--- config.mk ---
export PLATFORM = sky130hd
export DESIGN_NAME = uart_tx
export DESIGN_NICKNAME = d
export VERILOG_FILES = /design/src/rtl/uart_tx.sv
export SDC_FILE = /design/constraint.sdc
export NUM_CORES = 1
export LEC_CHECK = 0
export BUFFER_PORTS_ARGS = -buffer_cell sky130_fd_sc_hd__buf_2
export CORE_UTILIZATION = 64
export CTS_CLUSTER_DIAMETER = 50
export DETAILED_ROUTE_END_ITERATION = 8
export GPL_TIMING_DRIVEN = 0
export PLACE_DENSITY_LB_ADDON = 0.05
export SYNTH_ARGS = -nofsm -noshare
export SYNTH_HDL_FRONTEND = slang
export SYNTH_SLANG_ARGS = --single-unit
--- constraint.sdc ---
create_clock -name clk -period 3.4 [get_ports clk]
set_input_delay 0.34 -clock clk [delete_from_list [all_inputs] [get_ports clk]]
set_output_delay 0.34 -clock clk [all_outputs]
set_load 0.01 [all_outputs]
--- src/rtl/uart_tx.sv ---
// 8N1 UART transmitter with a one-byte holding register and an internal baud counter.
// Bytes enter over a valid/ready handshake and leave LSB first on a registered serial line.
module uart_tx #(
    parameter int CLK_FREQ  = 100_000_000,
    parameter int BAUD_RATE = 9600
) (
    input  logic       clk,
    input  logic       rst,
    input  logic [7:0] tx_data,
    input  logic       tx_valid,
    output logic       tx_ready,
    output logic       tx,
    output logic       busy
);

    localparam int          DIV      = CLK_FREQ / BAUD_RATE;
    localparam logic [15:0] CNT_LAST = 16'(DIV - 1);

    typedef enum logic [1:0] {
        IDLE,
        START,
        DATA,
        STOP
    } state_t;

    state_t      state;
    logic [7:0]  hold_data;
    logic        hold_full;
    logic [7:0]  shifter;
    logic [2:0]  bit_idx;
    logic [15:0] cnt;

    assign tx_ready = !hold_full;
    assign busy     = (state != IDLE) || hold_full;

    // NOTE: all state here is updated with non-blocking assignments so every
    // branch reads the pre-edge values, regardless of statement order.
    always_ff @(posedge clk or posedge rst) begin
        if (rst) begin
            state     <= IDLE;
            hold_data <= 8'h00;
            hold_full <= 1'b0;
            shifter   <= 8'h00;
            bit_idx   <= 3'd0;
            cnt       <= 16'd0;
            tx        <= 1'b1;
        end else begin
            // An accept needs hold_full low, a transfer needs it high, so the
            // two writes to hold_full below can never collide.
            if (tx_valid && !hold_full) begin
                hold_full <= 1'b1;
                hold_data <= tx_data;
            end

            case (state)
                IDLE: begin
                    tx  <= 1'b1;
                    cnt <= 16'd0;
                    if (hold_full) begin
                        shifter   <= hold_data;
                        hold_full <= 1'b0;
                        state     <= START;
                        tx        <= 1'b0;
                    end
                end

                START: begin
                    if (cnt == CNT_LAST) begin
                        cnt     <= 16'd0;
                        bit_idx <= 3'd0;
                        state   <= DATA;
                        tx      <= shifter[0];
                    end else begin
                        cnt <= cnt + 16'd1;
                    end
                end

                DATA: begin
                    if (cnt == CNT_LAST) begin
                        cnt     <= 16'd0;
                        shifter <= shifter >> 1;
                        if (bit_idx == 3'd7) begin
                            state <= STOP;
                            tx    <= 1'b1;
                        end else begin
                            bit_idx <= bit_idx + 3'd1;
                            tx      <= shifter[1];
                        end
                    end else begin
                        cnt <= cnt + 16'd1;
                    end
                end

                STOP: begin
                    if (cnt == CNT_LAST) begin
                        cnt <= 16'd0;
                        // A held byte chains straight into the next start bit.
                        if (hold_full) begin
                            shifter   <= hold_data;
                            hold_full <= 1'b0;
                            state     <= START;
                            tx        <= 1'b0;
                        end else begin
                            state <= IDLE;
                        end
                    end else begin
                        cnt <= cnt + 16'd1;
                    end
                end

                default: begin
                    state <= IDLE;
                    tx    <= 1'b1;
                end
            endcase
        end
    end

endmodule

## Word level (Yosys, flattened, before mapping)

Cells that the tools add are included.

| cells by class | value |
|---|---|
| reduce and logical (&&, ||, !) cells | 12 |
| add/sub/neg operators | 2 |
| equality and inequality tests | 12 |
| mux-type cells | 28 |

Operators by type and width:

| kind | number |
|---|---|
| $pmux W16 S2 | 1 |
| $mux W8 | 3 |
| $pmux W8 S3 | 1 |
| $add A16 B1 Y16 const B | 1 |
| $eq A16 B14 Y1 const B | 1 |
| $mux W16 | 1 |
| $ne A2 B2 Y1 const B | 7 |
| $mux W1 | 10 |
| $mux W2 | 5 |
| $mux W3 | 3 |
| $pmux W2 S4 | 1 |
| $reduce_and A4 Y1 | 2 |
| $pmux W3 S2 | 1 |
| $reduce_and A5 Y1 | 1 |
| $eq A2 B2 Y1 const B | 2 |
| $pmux W1 S4 | 1 |
| $reduce_bool A2 Y1 | 2 |
| $add A3 B1 Y3 const B | 1 |
| $eq A3 B3 Y1 const B | 1 |
| $reduce_and A3 Y1 | 1 |
| $reduce_bool A3 Y1 | 1 |
| $reduce_or A3 Y1 | 1 |
| $eq A2 B1 Y1 const B | 1 |
| $logic_not A2 Y1 | 1 |
| other kinds (4) | 4 |

| storage, ports and cells | value |
|---|---|
| output and inout bits | 3 |
| register bits after elaboration | 39 |

## Depth between registers and ports, before layout

Gate-level depths: netlist of run 1.

| depth | value |
|---|---|
| depth after elaboration | 6 |
| depth in mapped cells | 8 |

## Worst setup path after synthesis of run 1

No wires, ideal clock.

| path | value |
|---|---|
| kind | flip-flop to flip-flop |
| start point | register state[0] |
| end point | register shifter[0] |
| stages on the path, launching flop included | 7 |
| arrival time | 1901 ps |
| clock period less this slack | 2026 ps |
| path buffers | 1 |
| setup slack | 1374 ps |
| cell sequence | dfrtp_1 > inv_1 > ha_1 > clkbuf_1 > or2_2 > a221oi_4 > mux2_2 |

| between the ends | value |
|---|---|
| longest elaborated chain between the ends | 3 |
| elaborated cells between the ends (all ways) | 8 |
| classes of those cells | eq/ne: 4; mux: 1; reduce/logical: 3 |

RTL lines:

| what | RTL line | RTL |
|---|---|---|
| start: declaration | 26 | `state_t state;` |
| start signal: assignment | 40 | `state <= IDLE;` |
| start signal: assignment | 62 | `state <= START;` |
| start signal: assignment | 71 | `state <= DATA;` |
| $eq A2 B2 Y1 / $logic_not A2 Y1 (equally long branches) | 55 | `case (state)` |
| $ne A2 B2 Y1 (no line) / $reduce_bool A3 Y1 (equally long branches) | -- |  |
| $reduce_and A3 Y1 (no line) | -- |  |
| end signal: assignment | 60 | `shifter <= hold_data;` |
| end signal: assignment | 81 | `shifter <= shifter >> 1;` |
| end signal: assignment | 99 | `shifter <= hold_data;` |
| end: declaration | 29 | `logic [7:0] shifter;` |

Several ways; a longest one is shown, not always the timed one.
A chain may end at the register's enable or synchronous reset.

## Worst setup path after layout of run 1

| path | value |
|---|---|
| start point | register state[0] |
| end point | register shifter[5] |

Same word-level chain as after synthesis.

==> results of run 1 <==
power groups by stage:
stage / Sequential [mW] / Combinational [mW] / Clock (mW)
floorplan: 0.708 / 0.604 / 0
finish: 0.723 / 0.736 / 0.234
CTS: 0.725 / 0.739 / 0.243
global route: 0.747 / 0.816 / 0.254
global placement: 0.724 / 0.704 / 0
detailed placement: 0.734 / 0.737 / 0
critical path, stage by stage (launching register included):
cell	delay [ns]
dfrtp_1	0.42
inv_1	0.11
ha_1	0.20
clkbuf_1	0.22
or2_2	0.36
a221oi_4	0.49
mux2_2	0.40
cell type report:
| cell class | count | area, µm² | share of cell area, % |
|---|---|---|---|
| plain buffers | 5 | 21.3 | 0.957 |
| flip-flops and latches | 39 | 977 | 44.0 |
| well taps | 44 | 55.1 | 2.48 |
| inverters | 8 | 30.0 | 1.35 |
| clock inverters | 1 | 5.00 | 0.225 |
| clock buffers | 6 | 51.3 | 2.31 |
| repair buffers | 14 | 92.6 | 4.17 |
| multi-input cells | 128 | 990 | 44.5 |
cell families after synthesis:
group                    synth area share (%)
adder cells (fa/ha/maj)                  4.96
XOR/XNOR                                 6.08
flip-flops                               48.4
multiplexers                             13.4
AND/OR/NAND/NOR                          17.2
buffers and inverters                    2.54
AO/OA/AOI/OAI                            7.44
how the worst max path moves through the flow:
stage | from | endpoint | slack, ns | cells after the start
after global placement | state[0] | shifter[4] | 1.16 | 6
after CTS | state[0] | shifter[5] | 1.10 | 6
after global routing | state[0] | shifter[4] | 0.93 | 6
final | state[0] | shifter[5] | 1.10 | 6
after detailed placement | state[0] | shifter[5] | 1.11 | 6
after floorplan | state[0] | shifter[0] | 1.37 | 6
metal layers:
metal	vias up	routed length, µm	GRT usage (%)
met5	-	0	0
met4	0	29	7.82
met3	4	117	4.91
met2	29	1810	39.2
met1	690	1620	31.9
li1	674	-	-
sequential cells by signal, summed over array words and instances (netlist names):
signal     cells
cnt           16
hold_data      8
shifter        8
bit_idx        3
state          2
hold_full      1
tx             1
layout by cell type, fill, tap and decap left out, types with 2 or more instances in the layout:
cell type and n:
mux2_2 24, nand2_1 5, ha_1 8, inv_1 8, and3_1 3, xnor2_1 12, clkbuf_1 3, clkbuf_4 5
nor3_1 5, o21ai_0 3, a21oi_1 2, buf_2 15, nor2_1 23, o21a_1 4, nor2b_1 3, nand3_1 7
nand4_1 4, xor2_1 2, dfrtp_1 38, nor4b_2 2, a311o_1 2, nor4_1 3, nand2b_1 3
==> metrics.cfg, run 1 <==
[sta]
drv_slew=0
period_share_pct=67.7
setup_ws_ns=1.10
rsz0062_at_grt=no
worst_slew_margin_rel_pct=42.0
layout_min_cycle_time_ns=2.30
fin_skew_ns=0.00420
holdWs_ns=0.171
max_slew.worst_pin.slew_ns=0.869
max_freq_ghz=0.434
hold_viol=0
setup_viol=0
setup_tns_ns=0

[worst_setup_path]
crit_path_end_kind=flip-flop
rr_endpoint=shifter[5]
reg2reg_slack_ns=1.10
crit_fanout=9
start_kind=flip-flop
r2r_cells=6
regToRegStartpoint=state[0]
path_class=reg2reg
crit_arrival_ns=2.53
required_ns=3.62

[logic_synthesis]
netlist_area_um2=2020
syn_area_per_cell_um2=11.2
synthArstFlopShare_pct=100
yosysWarnings=0
synth_edf_count=0
ys.flop_type=dfrtp_1
yosysMostFrequentCell=dfrtp_1
synth_seq_area_share_pct=48.4
synth_nets=199
synth_area_leaders=dfrtp_1 (47%), mux2_2 (13%), xnor2_1 (5.2%)
synth_top_area_share_pct=47.1
synthTopCellsByCount=dfrtp_1 (38), mux2_2 (24), nor2_1 (23)
netlist_instances=180
synth-seq-cells=39
ys_types=36
yosys.area.top_type=dfrtp_1

[finish]
nets=220
area_growth_pct=10.1
final_area_um2=2220
fillers=218
stdcell_count=245
layout-drive-gt1-share_pct=26.9
post-route-util_pct=73.4
antenna_cells=0

[placed_design]
placed_cell_area_um2=2170
port_buffers=13
dpl.cell_count=238
gp_congestion=0.805
dpl.hpwl_um=2700
pre_cts_ws_ns=1.11

[global_route]
grt_first_pass_wirelength_um=5980
grt_pass1_vias=1339
track_usage_pct=23.9
grt_overflow=0
grt_max_degree=22
antenna_found_initial=0

[detailed_routing]
antenna_left=0
vias=1397
wl_per_cell_um=14.6
viasPerCell=5.70
wl_um=3580
drc=0
drt_iter0_markers=99
first_pass_iters=5

[power_and_ir_drop]
power_density_nw_per_um2=762
swShare_pct=34.5
power_frac_clock_pct=13.8
p_sw_uw=585
seqPwrFrac_pct=42.7
comb_power_share_pct=43.5
power_mw=1.69
p_int_mw=1.11
peakVddDrop_v=0.000477
power.leakage_nw=0.995

[clocking]
cts.hold.buffers_added=0
clk_pin_slew_ns=0.11
cts.path.max_buffers=2
clock-root-buffer=clkbuf_4
cts_setup_buffers=0
cts_resized=0
clkSinkCount=39
cts_buffers=5
cts_max_level=2
clock_latency_ns=0.33
cts_tree=yes

[floorplanning]
die-area_um2=3380
start_util_pct=66.7
num_rows=20
die_w_um=58.2
die_h_um=58.2
core_area_um2=3030
ios=14

[flow_run]
drv_cap=0

[min_path]
hp-class=in2async

[outcome]
outcome=completed

No activity file was read; power rests on OpenSTA's default activity.
==> inputs of run 2 (changes only) <==
- CORE_UTILIZATION: 64 -> 59
- clock period: 3.4 -> 2.3 ns (I/O delays scaled with it)
==> run 2 against run 1 <==
  * Non-clock buffer count is 1 higher
  * Register-to-register slack worse by 0.90 ns
  * Fmax is 9.4% higher
  * Critical path type unchanged
  * Sequential power is 48% higher
  * Highest routed layer unchanged
  * First-iteration DRC count is 2.0% higher
  * Utilization is 0.57 points lower
  * Combinational power is 62% higher
  * Final cell count is 0.82% higher
  * Wire length is 6.8% higher
  * Clock skew is 0.0078 ns higher
  * Critical path depth stayed put
  * Worst setup slack worse by 0.90 ns
==> metrics.cfg, run 2 (synthesis gave the netlist of run 1 again) <==
[outcome]
outcome=completed  ; unchanged

[min_path]
hp-class=in2async  ; unchanged

[sta]
worst_slew_margin_rel_pct=44.1  ; was 42.0%
max_freq_ghz=0.475  ; was 0.434 GHz
setup_tns_ns=0  ; unchanged
setup_viol=0  ; unchanged
holdWs_ns=0.0121  ; was 0.171 ns
period_share_pct=91.5  ; was 67.7%
layout_min_cycle_time_ns=2.10  ; was 2.30 ns
setup_ws_ns=0.196  ; was 1.10 ns
drv_slew=0  ; unchanged
hold_viol=0  ; unchanged
fin_skew_ns=0.0120  ; was 0.00420 ns
max_slew.worst_pin.slew_ns=0.838  ; was 0.869 ns
rsz0062_at_grt=no  ; unchanged

[finish]
area_growth_pct=13.8  ; was 10.1%
multi_input_area_um2=990  ; unchanged
final_cell_mix=dfrtp_1 (38), mux2_2 (24), nor2_1 (23), buf_2 (15), xnor2_1 (12)  ; unchanged
antenna_cells=0  ; unchanged
seq_area_um2=977  ; unchanged
layout-drive-gt1-share_pct=28.6  ; was 26.9%
nets=221  ; was 220
regMostFlops=cnt  ; unchanged
fillers=245  ; was 218
top_regs=cnt (16), hold_data (8), shifter (8)  ; unchanged
post-route-util_pct=72.8  ; was 73.4%
final_common_cell=dfrtp_1  ; unchanged
largest_reg_flops=16  ; unchanged

[power_and_ir_drop]
seqPwrFrac_pct=37.7  ; was 42.7%
power_mw=2.85  ; was 1.69 mW
power_density_nw_per_um2=1240  ; was 762 nW/µm²
peakVddDrop_v=0.000862  ; was 0.000477 V
p_sw_uw=945  ; was 585 µW
power_frac_clock_pct=20.4  ; was 13.8%
comb_power_share_pct=41.9  ; was 43.5%
power.leakage_nw=1.03  ; was 0.995 nW
p_int_mw=1.90  ; was 1.11 mW
swShare_pct=33.2  ; was 34.5%

[detailed_routing]
wl_per_cell_um=15.5  ; was 14.6 µm
viasPerCell=5.63  ; was 5.70
first_pass_iters=4  ; was 5
drc=0  ; unchanged
wl_um=3820  ; was 3580 µm
antenna_left=0  ; unchanged
vias=1391  ; was 1397
drt_iter0_markers=101  ; was 99

[clocking]
clkSinkCount=39  ; unchanged
cts_tree=yes  ; unchanged
cts.path.max_buffers=2  ; unchanged
cts_max_level=2  ; unchanged
clock_latency_ns=0.36  ; was 0.33 ns
clock-root-buffer=clkbuf_4  ; unchanged
cts_buffers=5  ; unchanged
clk_pin_slew_ns=0.13  ; was 0.11 ns
cts.hold.buffers_added=0  ; unchanged

[floorplanning]
num_rows=20  ; unchanged
die-area_um2=3660  ; was 3380 µm²
die_w_um=60.5  ; was 58.2 µm
core_area_um2=3150  ; was 3030 µm²
ios=14  ; unchanged
die_h_um=60.5  ; was 58.2 µm
start_util_pct=64.0  ; was 66.7%

[placed_design]
gp_congestion=0.799  ; was 0.805
dpl.hpwl_um=2640  ; was 2700 µm
port_buffers=13  ; unchanged
pre_cts_ws_ns=0.00964  ; was 1.11 ns

[global_route]
grt_overflow=0  ; unchanged
track_usage_pct=24.3  ; was 23.9%
grt_max_degree=22  ; unchanged
grt_first_pass_wirelength_um=6410  ; was 5980 µm
antenna_found_initial=0  ; unchanged
grt_pass1_vias=1377  ; was 1339

[flow_run]
drv_cap=0  ; unchanged

[worst_setup_path]
crit_arrival_ns=2.36  ; was 2.53 ns
crit_fanout=9  ; unchanged
start_kind=flip-flop  ; unchanged
path_class=reg2reg  ; unchanged
required_ns=2.55  ; was 3.62 ns
crit_path_end_kind=flip-flop  ; unchanged

run 2: worst max-delay path: stages (launching register included):
cell and delay [ns]:
dfrtp_1 0.43, inv_1 0.11, ha_1 0.34, or2_2 0.34, a221oi_4 0.29, buf_12 0.17, mux2_2 0.33
run 2: power groups by stage:
stage	clock network, mW	logic (mW)	registers [mW]
finish	0.583	1.19	1.07
global route	0.605	1.32	1.11
CTS	0.590	1.19	1.08
detailed placement	0	1.10	1.09
global placement	0	1.05	1.07
floorplan	0	0.893	1.05
run 2: repair_timing:
item                                    in CTS  in global routing
endpoints found under the setup margin       5                  9
setup buffers                                2                  0
gates cloned                                 0                  0
pin swaps                                    1                  0
hold endpoints to repair                     0                  0
resized for setup                            0                  2
run 2: cell type report:
cell class / count / share of cell area, %
Sequential cell: 39 / 42.6
Inverter: 8 / 1.31
Clock buffer: 5 / 1.63
Tap cell: 44 / 2.40
Timing Repair Buffer: 16 / 5.23
Buffer: 4 / 0.817
Clock inverter: 3 / 2.94
Multi-Input combinational cell: 128 / 43.1
run 2: metrics by stage:
stage	instances	area, µm²
final	247	2300
after global placement	237	2140
after CTS	248	2300
after detailed placement	238	2170
after floorplan	180	2020
after global routing	247	2300
run 2: worst paths after layout:
| check | from | to | slack (ns) | depth (start not counted) |
|---|---|---|---|---|
| worst max register to register | state[0] | shifter[6] | 0.20 | 6 |
| worst max-delay path | state[0] | shifter[6] | 0.20 | 6 |
| worst min register to register | shifter[5] | shifter[5] | 0.52 | 1 |
| min in group clk | tx_data[3] | hold_data[3] | 0.10 | 2 |
| max in group asynchronous | rst | tx | 1.64 | 3 |
| worst min-delay path | rst | state[1] | 0.01 | 2 |
run 2: per-layer routing:
| layer | track usage, % | vias to the layer above | part of all wire (%) |
|---|---|---|---|
| li1 | - | 678 | - |
| met1 | 33.1 | 673 | 47 |
| met2 | 38.1 | 32 | 48 |
| met3 | 5.76 | 8 | 3.1 |
| met4 | 8.77 | 0 | 1.4 |
| met5 | 0 | - | 0 |
==> inputs of run 3 (changes only) <==
- REMOVE_ABC_BUFFERS: unset -> 1
==> run 3 against run 2 <==
  * Clock skew increased by 0.0067 ns
  * Critical path depth is 1 lower
  * Register-to-register slack lost 0.07 ns
  * Total power fell by 6.0%
  * Sequential power hardly changed
  * Non-clock buffer count fell by 5
  * Worst setup slack worse by 0.073 ns
  * Count of clock-buffer cells in the layout rose by 1
  * Clock power is 17% lower
  * Via count shrank 1.8%
  * Wire length shrank 11%
  * Highest routed layer unchanged
==> metrics.cfg, run 3 (synthesis gave the netlist of run 1 again) <==
[clocking]
cts_max_level=2  ; unchanged
clk_pin_slew_ns=0.12  ; was 0.13 ns
clkSinkCount=39  ; unchanged
cts.path.max_buffers=2  ; unchanged
cts_tree=yes  ; unchanged
clock-root-buffer=clkbuf_4  ; unchanged
clock_latency_ns=0.36  ; about the same
cts_buffers=5  ; unchanged

[sta]
period_share_pct=94.7  ; was 91.5%
max_freq_ghz=0.459  ; was 0.475 GHz
setup_ws_ns=0.123  ; was 0.196 ns
worst_slew_margin_rel_pct=36.0  ; was 44.1%
setup_tns_ns=0  ; unchanged
layout_min_cycle_time_ns=2.18  ; was 2.10 ns
rsz0062_at_grt=no  ; unchanged
setup_viol=0  ; unchanged
fin_skew_ns=0.0187  ; was 0.0120 ns
hold_viol=0  ; unchanged
holdWs_ns=0.0683  ; was 0.0121 ns
drv_slew=0  ; unchanged
max_slew.worst_pin.slew_ns=0.960  ; was 0.838 ns

[finish]
largest_reg_flops=16  ; unchanged
final_cell_mix=dfrtp_1 (38), mux2_2 (24), nor2_1 (23), buf_2 (13), xnor2_1 (12)  ; was dfrtp_1 (38), mux2_2 (24), nor2_1 (23), buf_2 (15), xnor2_1 (12)
area_growth_pct=11.5  ; was 13.8%
fillers=235  ; was 245
final_area_um2=2250  ; was 2300 µm²
seq_area_um2=977  ; unchanged
final_common_cell=dfrtp_1  ; unchanged
antenna_cells=0  ; unchanged
nets=216  ; was 221
layout-drive-gt1-share_pct=27.8  ; was 28.6%
multi_input_area_um2=1000  ; was 990 µm²
regMostFlops=cnt  ; unchanged
stdcell_count=242  ; was 247
top_regs=cnt (16), hold_data (8), shifter (8)  ; unchanged

[global_route]
grt_pass1_vias=1387  ; was 1377
track_usage_pct=22.3  ; was 24.3%
grt_first_pass_wirelength_um=5910  ; was 6410 µm
grt_overflow=0  ; unchanged
antenna_found_initial=0  ; unchanged
grt_max_degree=26  ; was 22

[floorplanning]
die_w_um=60.5  ; unchanged
die_h_um=60.5  ; unchanged
die-area_um2=3660  ; unchanged
num_rows=20  ; unchanged
ios=14  ; unchanged
core_area_um2=3150  ; unchanged
start_util_pct=64.0  ; unchanged

[worst_setup_path]
r2r_cells=5  ; was 6
regToRegStartpoint=cnt[12]  ; was state[0]
crit_fanout=13  ; was 9
path_class=reg2reg  ; unchanged
start_kind=flip-flop  ; unchanged
crit_arrival_ns=2.41  ; was 2.36 ns
required_ns=2.53  ; was 2.55 ns
reg2reg_slack_ns=0.12  ; was 0.20 ns
rr_endpoint=shifter[0]  ; was shifter[6]
crit_path_end_kind=flip-flop  ; unchanged

[placed_design]
dpl.cell_count=233  ; was 238
pre_cts_ws_ns=-0.112  ; was 0.00964 ns
port_buffers=13  ; unchanged
placed_cell_area_um2=2130  ; was 2170 µm²
dpl.hpwl_um=2440  ; was 2640 µm
gp_congestion=0.822  ; was 0.799

[min_path]
hp-class=in2async  ; unchanged

[power_and_ir_drop]
power_density_nw_per_um2=1190  ; was 1240 nW/µm²
power.leakage_nw=1.01  ; was 1.03 nW
peakVddDrop_v=0.000824  ; was 0.000862 V

[detailed_routing]
wl_um=3410  ; was 3820 µm
viasPerCell=5.64  ; was 5.63
vias=1366  ; was 1391
first_pass_iters=4  ; unchanged
met2_wirelength_um=1660  ; was 1830 µm
wl_met3_um=156  ; was 117 µm
met1_length_um=1540  ; was 1810 µm
antenna_left=0  ; unchanged
wl_per_cell_um=14.1  ; was 15.5 µm
drt_iter0_markers=76  ; was 101
drc=0  ; unchanged
routed.top_layer=met4  ; unchanged

[flow_run]
drv_cap=0  ; unchanged

[outcome]
outcome=completed  ; unchanged

-- run 3: changes by cell type in the layout (fill, tap and decap cells not counted), sizes merged --
cell      previous run  this run
buf                 18        15
bufinv               2         1
clkbuf               7         6
clkinvlp             1         0
clkinv               0         1
-- run 3: how the worst max path moves through the flow --
stage,start,end,slack (ns),cells after the start
2_1_floorplan,state[0],shifter[0],0.24,5
3_3_place_gp,state[0],shifter[6],-0.05,5
4_1_cts,cnt[0],shifter[4],0.07,6
3_5_place_dp,state[0],shifter[2],-0.11,5
6_report,cnt[12],shifter[0],0.12,5
5_1_grt,cnt[12],shifter[0],0.02,5
-- run 3: power by group --
part	leakage, nW	internal, mW	switching (mW)
clock	0.0482	0.257	0.226
sequential	0.494	0.918	0.152
combinational	0.465	0.620	0.507
-- run 3: through the flow --
step	power (mW)	util, %
floorplan	1.93	-
global placement	2.10	67.1
detailed placement	2.16	67.6
CTS	2.71	71.1
global route	2.90	71.3
finish	2.68	71.3
-- run 3: what timing repair did --
action / in CTS / in global routing
buffers inserted: 1 / 0
setup endpoints to repair: 8 / 8
hold buffers: 0 / 0
gates resized for setup: 1 / 1
pin swaps: 1 / 0
-- run 3: area by class of cell --
cell class	instances	share of cell area, %
Clock buffer	6	2.28
Sequential cell	39	43.4
Tap cell	44	2.45
Timing Repair Buffer	15	4.45
Multi-Input combinational cell	128	44.5
Inverter	8	1.33
Clock inverter	2	1.56
-- run 3: per-layer routing --
metal,track usage [%],up-vias
li1,-,667
met1,26.3,667
met2,37.5,27
met3,8.32,5
met4,8.12,0
met5,0,-
-- run 3: worst max-delay path: stages (launching register included) --
cell,delay [ns]
dfrtp_1,0.46
nor4b_2,0.47
nand4_4,0.28
a221oi_4,0.35
buf_12,0.16
mux2_2,0.33
